===== src/rtl/matrix_op_scheduler.sv =====
`default_nettype none
// +----------------------------------------------------------------------------+
// | matrix_op_scheduler - round-robin sequencer for the shared 4x4 subtractor   |
// | Revision: 1.0                                                               |
// +----------------------------------------------------------------------------+
module matrix_op_scheduler #(
  parameter int START_CYCLES   = 2,
  parameter int TIMEOUT_CYCLES = 1024
) (
  input  logic         clk,
  input  logic         rst,
  input  logic [1:0]   req_valid,
  output logic [1:0]   req_ready,
  input  logic [127:0] req_a0,
  input  logic [127:0] req_b0,
  input  logic [127:0] req_a1,
  input  logic [127:0] req_b1,
  output logic [1:0]   rsp_valid,
  input  logic [1:0]   rsp_ready,
  output logic [255:0] rsp_c,
  output logic         rsp_err,
  output logic         eng_start,
  output logic [127:0] eng_a,
  output logic [127:0] eng_b,
  input  logic [255:0] eng_c,
  input  logic         eng_done,
  output logic         busy,
  output logic [7:0]   err_count
);

  localparam int SW = $clog2(START_CYCLES + 1);
  localparam int TW = $clog2(TIMEOUT_CYCLES + 1);
  localparam logic [SW-1:0] START_LAST   = SW'(START_CYCLES - 1);
  localparam logic [TW-1:0] TIMEOUT_LAST = TW'(TIMEOUT_CYCLES);

  typedef enum logic [1:0] {
    IDLE  = 2'd0,
    ISSUE = 2'd1,
    WAIT  = 2'd2,
    RESP  = 2'd3
  } state_t;

  state_t          state;
  logic            owner;
  logic            last_grant;
  logic [SW-1:0]   start_cnt;
  logic [TW-1:0]   wait_cnt;
  logic [127:0]    op_a;
  logic [127:0]    op_b;
  logic            winner;
  logic            accept;

  always_comb begin
    winner    = req_valid[1];
    if (&req_valid) winner = ~last_grant;
    req_ready = 2'b00;
    if (state == IDLE && |req_valid) req_ready = winner ? 2'b10 : 2'b01;
  end

  assign accept = |(req_valid & req_ready);
  assign eng_a  = op_a;
  assign eng_b  = op_b;
  assign busy   = (state != IDLE);

  always_ff @(posedge clk) begin
    if (rst) begin
      state      <= IDLE;
      owner      <= 1'b0;
      last_grant <= 1'b1;
      start_cnt  <= '0;
      wait_cnt   <= '0;
      op_a       <= '0;
      op_b       <= '0;
      rsp_valid  <= 2'b00;
      rsp_c      <= '0;
      rsp_err    <= 1'b0;
      eng_start  <= 1'b0;
      err_count  <= 8'd0;
    end else begin
      case (state)
        IDLE: begin
          if (accept) begin
            op_a       <= winner ? req_a1 : req_a0;
            op_b       <= winner ? req_b1 : req_b0;
            owner      <= winner;
            last_grant <= winner;
            start_cnt  <= '0;
            eng_start  <= 1'b1;
            state      <= ISSUE;
          end
        end
        ISSUE: begin
          if (start_cnt == START_LAST) begin
            eng_start <= 1'b0;
            wait_cnt  <= '0;
            state     <= WAIT;
          end else begin
            start_cnt <= start_cnt + 1'b1;
          end
        end
        WAIT: begin
          // Error is declared only after TIMEOUT_CYCLES full WAIT cycles without done.
          if (eng_done) begin
            rsp_c     <= eng_c;
            rsp_err   <= 1'b0;
            rsp_valid <= owner ? 2'b10 : 2'b01;
            state     <= RESP;
          end else if (wait_cnt == TIMEOUT_LAST) begin
            rsp_c     <= '0;
            rsp_err   <= 1'b1;
            rsp_valid <= owner ? 2'b10 : 2'b01;
            if (err_count != 8'hFF) err_count <= err_count + 8'd1;
            state     <= RESP;
          end else begin
            wait_cnt <= wait_cnt + 1'b1;
          end
        end
        RESP: begin
          if (rsp_ready[owner]) begin
            rsp_valid <= 2'b00;
            state     <= IDLE;
          end
        end
        default: state <= IDLE;
      endcase
    end
  end

endmodule
`default_nettype wire


===== config.mk =====
export PLATFORM = sky130hd
export DESIGN_NAME = matrix_op_scheduler
export DESIGN_NICKNAME = d
export VERILOG_FILES = /design/src/rtl/matrix_op_scheduler.sv
export SDC_FILE = /design/constraint.sdc
export NUM_CORES = 1
export LEC_CHECK = 0
export CAP_MARGIN = 5
export CORE_AREA = 2 2 512 514
export CTS_CLUSTER_SIZE = 12
export DETAILED_ROUTE_END_ITERATION = 16
export DIE_AREA = 0 0 514 516
export GPL_TIMING_DRIVEN = 0
export PLACE_DENSITY_LB_ADDON = 0.05
export SYNTH_ARGS = -nofsm -noshare
export SYNTH_HDL_FRONTEND = slang
export SYNTH_SLANG_ARGS = --single-unit

===== constraint.sdc =====
create_clock -name clk -period 2.66 [get_ports clk]
set_input_delay 0.399 -clock clk [delete_from_list [all_inputs] [get_ports clk]]
set_output_delay 0.399 -clock clk [all_outputs]
set_load 0.02 [all_outputs]

==> flow_summary_export.csv <==
group,metric,value,unit
pwr,p_clk_share,31.8,%
yosys,synth_seq_cells,541,
die,dieArea,265000,um^2
yosys,synth_most_common_cell,"dfxtp_1",
yosys,yosys_warnings,0,
cts,cts.sink_count,541,
layout,drive_gt1_share,7.25,%
yosys,yosysTopAreaCell,"dfxtp_1",
global_route,grt_max_degree,14,
drt,routed-via-count,23500,
pwr,ir_drop,0.503,mV
pwr,leakage,14.5,nW
timing,max_slew_margin,37.5,%
place,io_buffers,1301,
yosys,syn_area,20000,um^2
drt,wl,196,mm
place,placed_cells,6892,
cts,cts_tree,"yes",
worst_setup_path,worstPathRequired,3260,ps
layout,nFillCells,29300,
pwr,p_per_area,945,nW/um^2
yosys,ys_seq_area_share,54.2,%
run,cap_violations,0,
place,finalWeightedCongestion,0.757,
timing,drv_slew,0,
place,post_dp_cell_area,37300,um^2
place,dpl.hpwl,163,mm
yosys,ys_types,46,
timing,hold_viol_final,0,
worst_setup_path,path_cells,"inv_1 -> ha_1 -> or4b_1 -> buf_2 -> o31ai_4 -> a21oi_4 -> clkbuf_4 -> clkbuf_4 -> a22o_1",
yosys,synth-edff-count,0,
outcome,outcome,"complete, no violations",
die,rows,187,
drt,ant_nets,0,
die,die_h,516,um
layout,final_cell_count_no_fill,7080,
yosys,synthArstFlopShare,0,%
worst_setup_path,crit_path_max_incr_delay,420,ps
pwr,power.switching,15.4,mW
worst_setup_path,cpMostUsedCell,"clkbuf_4",
yosys,ys_dominant_reg_cell,"dfxtp_1",
layout,finish.instance_area,40600,um^2
timing,fmax,0.397,GHz
drt,drc,0,
timing,rsz0062_at_grt,"yes",
cts,clk_latency,710,ps
drt,vias_per_cell,3.32,
worst_setup_path,arrival,3120,ps
worst_setup_path,worst-path-max-fanout,10,
timing,setup-violations-final,0,
drt,drtIter0Drc,962,
cts,clk_pin_slew,60,ps
timing,clock_skew,45.3,ps
die,start_util,7.71,%
pwr,p_int,23.0,mW
worst_setup_path,slowest_stage,"or4b_1",
drt,routedWlPerCell,27.7,um
yosys,synth_area_per_cell,9.14,um^2
cts,clockBufferDepth,3,
global_route,grt.total_usage,14.2,%
drt,dr.pass1.iters,5,
cts,h-tree-depth,3,
pwr,pwr-share-seq,28.6,%
die,boundaryPins,1302,
die,core,259000,um^2
timing,period_minus_slack,2520,ps
die,die_w,514,um
pwr,fin_total_pwr,38.4,mW
global_route,antenna_found_initial,182,
yosys,synth_top_area_share,54.2,%
timing,hold_slack,245,ps
global_route,grt_pass1_wl,250,mm
timing,finalCritPeriodShare,94.7,%
yosys,synth_common_cells,"dfxtp_1, nand2_1, nor2_1, a22o_1, a311oi_1",
worst_setup_path,start_kind,"flop",
pwr,p_sw_share,40.0,%
yosys,synth_nets,2972,
global_route,overflow,0,
cts,hold_buffers,0,
hold_path,hold_path_class,"input port to flop",
yosys,syn_inst,2188,
layout,area_delta_synth_final,103,%
timing,tightest_slew,938,ps
pwr,pwr-share-comb,39.6,%
worst_setup_path,critPathCaptureType,"flop",
cts,cts-root-buf,"clkbuf_16",
cts,numCtsBuffers,89,
yosys,synth_area_leaders,"dfxtp_1, a22o_1, a311oi_1, nand2_1, nor2_1",
worst_setup_path,path_class,"flop to flop",
global_route,grt_pass1_vias,24200,
layout,layout.nets,4365,
-- state kept, by name, indices dropped and copies added (netlist names), 2 cells and up --
name and flops:
err_count 8, eng_a 128, wait_cnt 11, eng_b 128, rsp_c 256, start_cnt 2
rsp_valid 2, state 2
-- kinds of logic after synthesis --
kind of cell | Yosys count | share of synthesized area, %
xor+xnor | 1 | 0.0438
compound gates | 566 | 24.2
mux | 6 | 0.300
buf+inv | 220 | 4.14
fa+ha+maj | 9 | 0.563
simple gates | 845 | 16.6
flops | 541 | 54.2
-- per-stage QoR --
step / TNS (ps) / setup WS, ps / util (%)
final: 0 / 140 / 15.7
after global placement: -645560 / -2010 / 14.4
after detailed placement: -533570 / -1470 / 14.4
after global routing: 0 / 2.12 / 15.6
after floorplan: 0 / 365 / -
after CTS: 0 / 5.25 / 15.6
-- critical path, delay by kind of cell, from the launching register on --
family                     cells  cell delay, ps
AOI/OAI and AO/OA              3             680
adders and majority gates      1             150
buffers and inverters          4             800
DFF                            1             360
and+or+nand+nor                1             420
-- final timing paths --
| kind | from | end | slack [ps] | cells past startpoint |
|---|---|---|---|---|
| hold reg to reg | rsp_c[127] | rsp_c[127] | 470 | 1 |
| setup / recovery | wait_cnt[1] | rsp_c[194] | 140 | 9 |
| hold / removal | req_a1[32] | eng_a[32] | 250 | 3 |
| setup reg to reg | wait_cnt[1] | rsp_c[194] | 140 | 9 |
-- power groups by stage --
stage               logic (mW)  clock network [mW]  registers, mW
finish                    15.2                12.2           11.0
floorplan                 4.34                   0           13.0
CTS                       15.8                12.9           11.0
detailed placement        15.6                   0           11.2
global route              16.4                13.1           11.2
global placement          15.7                   0           11.2
-- metal layers --
layer / share of wire, % / GRT usage (%) / vias up
li1: - / - / 10800
met1: 35 / 14.3 / 11100
met2: 51 / 26.1 / 1065
met3: 11 / 7.17 / 416
met4: 1.9 / 2.98 / 124
met5: 0.40 / 0 / -
-- cells in the final DEF, fill, tap and decap left out, drive strengths merged, types with 2 or more instances in the layout --
cell type / n
clkdlybuf4s50: 1297
dfxtp: 541
nand2: 525
clkbuf: 321
nor2: 269
a22o: 256
a311oi: 256
buf: 26
diode: 25
inv: 16
clkinv: 15
a21oi: 14
o21ai: 14
ha: 9
or3: 8
o31ai: 8
nand3: 7
nor2b: 6
mux2i: 6
or2: 4
nand2b: 4
bufinv: 4
nor3: 3
or4: 3
o41ai: 3
nand4: 3
or4b: 3
nor4: 3
o311ai: 3
o21a: 2
nor3b: 2
clkdlybuf4s15: 2
clkinvlp: 2
dlygate4sd2: 2
and2: 2
-- layout make-up --
type	instances	area (um^2)	area share [%]
clock inverters	22	309	0.761
flip-flops and latches	541	10800	26.7
well taps	3402	4260	10.5
plain buffers	202	966	2.38
repair buffers	1305	13100	32.2
diodes	25	62.6	0.154
inverters	15	56.3	0.139
multi-input cells	1427	8410	20.7
clock buffers	141	2640	6.51
-- what timing repair did --
action / CTS / global route
setup buffers: 3 / 0
endpoints found under the setup margin: 518 / 286
gates resized for setup: 139 / 36
pin swaps: 2 / 1
Note: power is estimated with default switching activity, not from simulation.
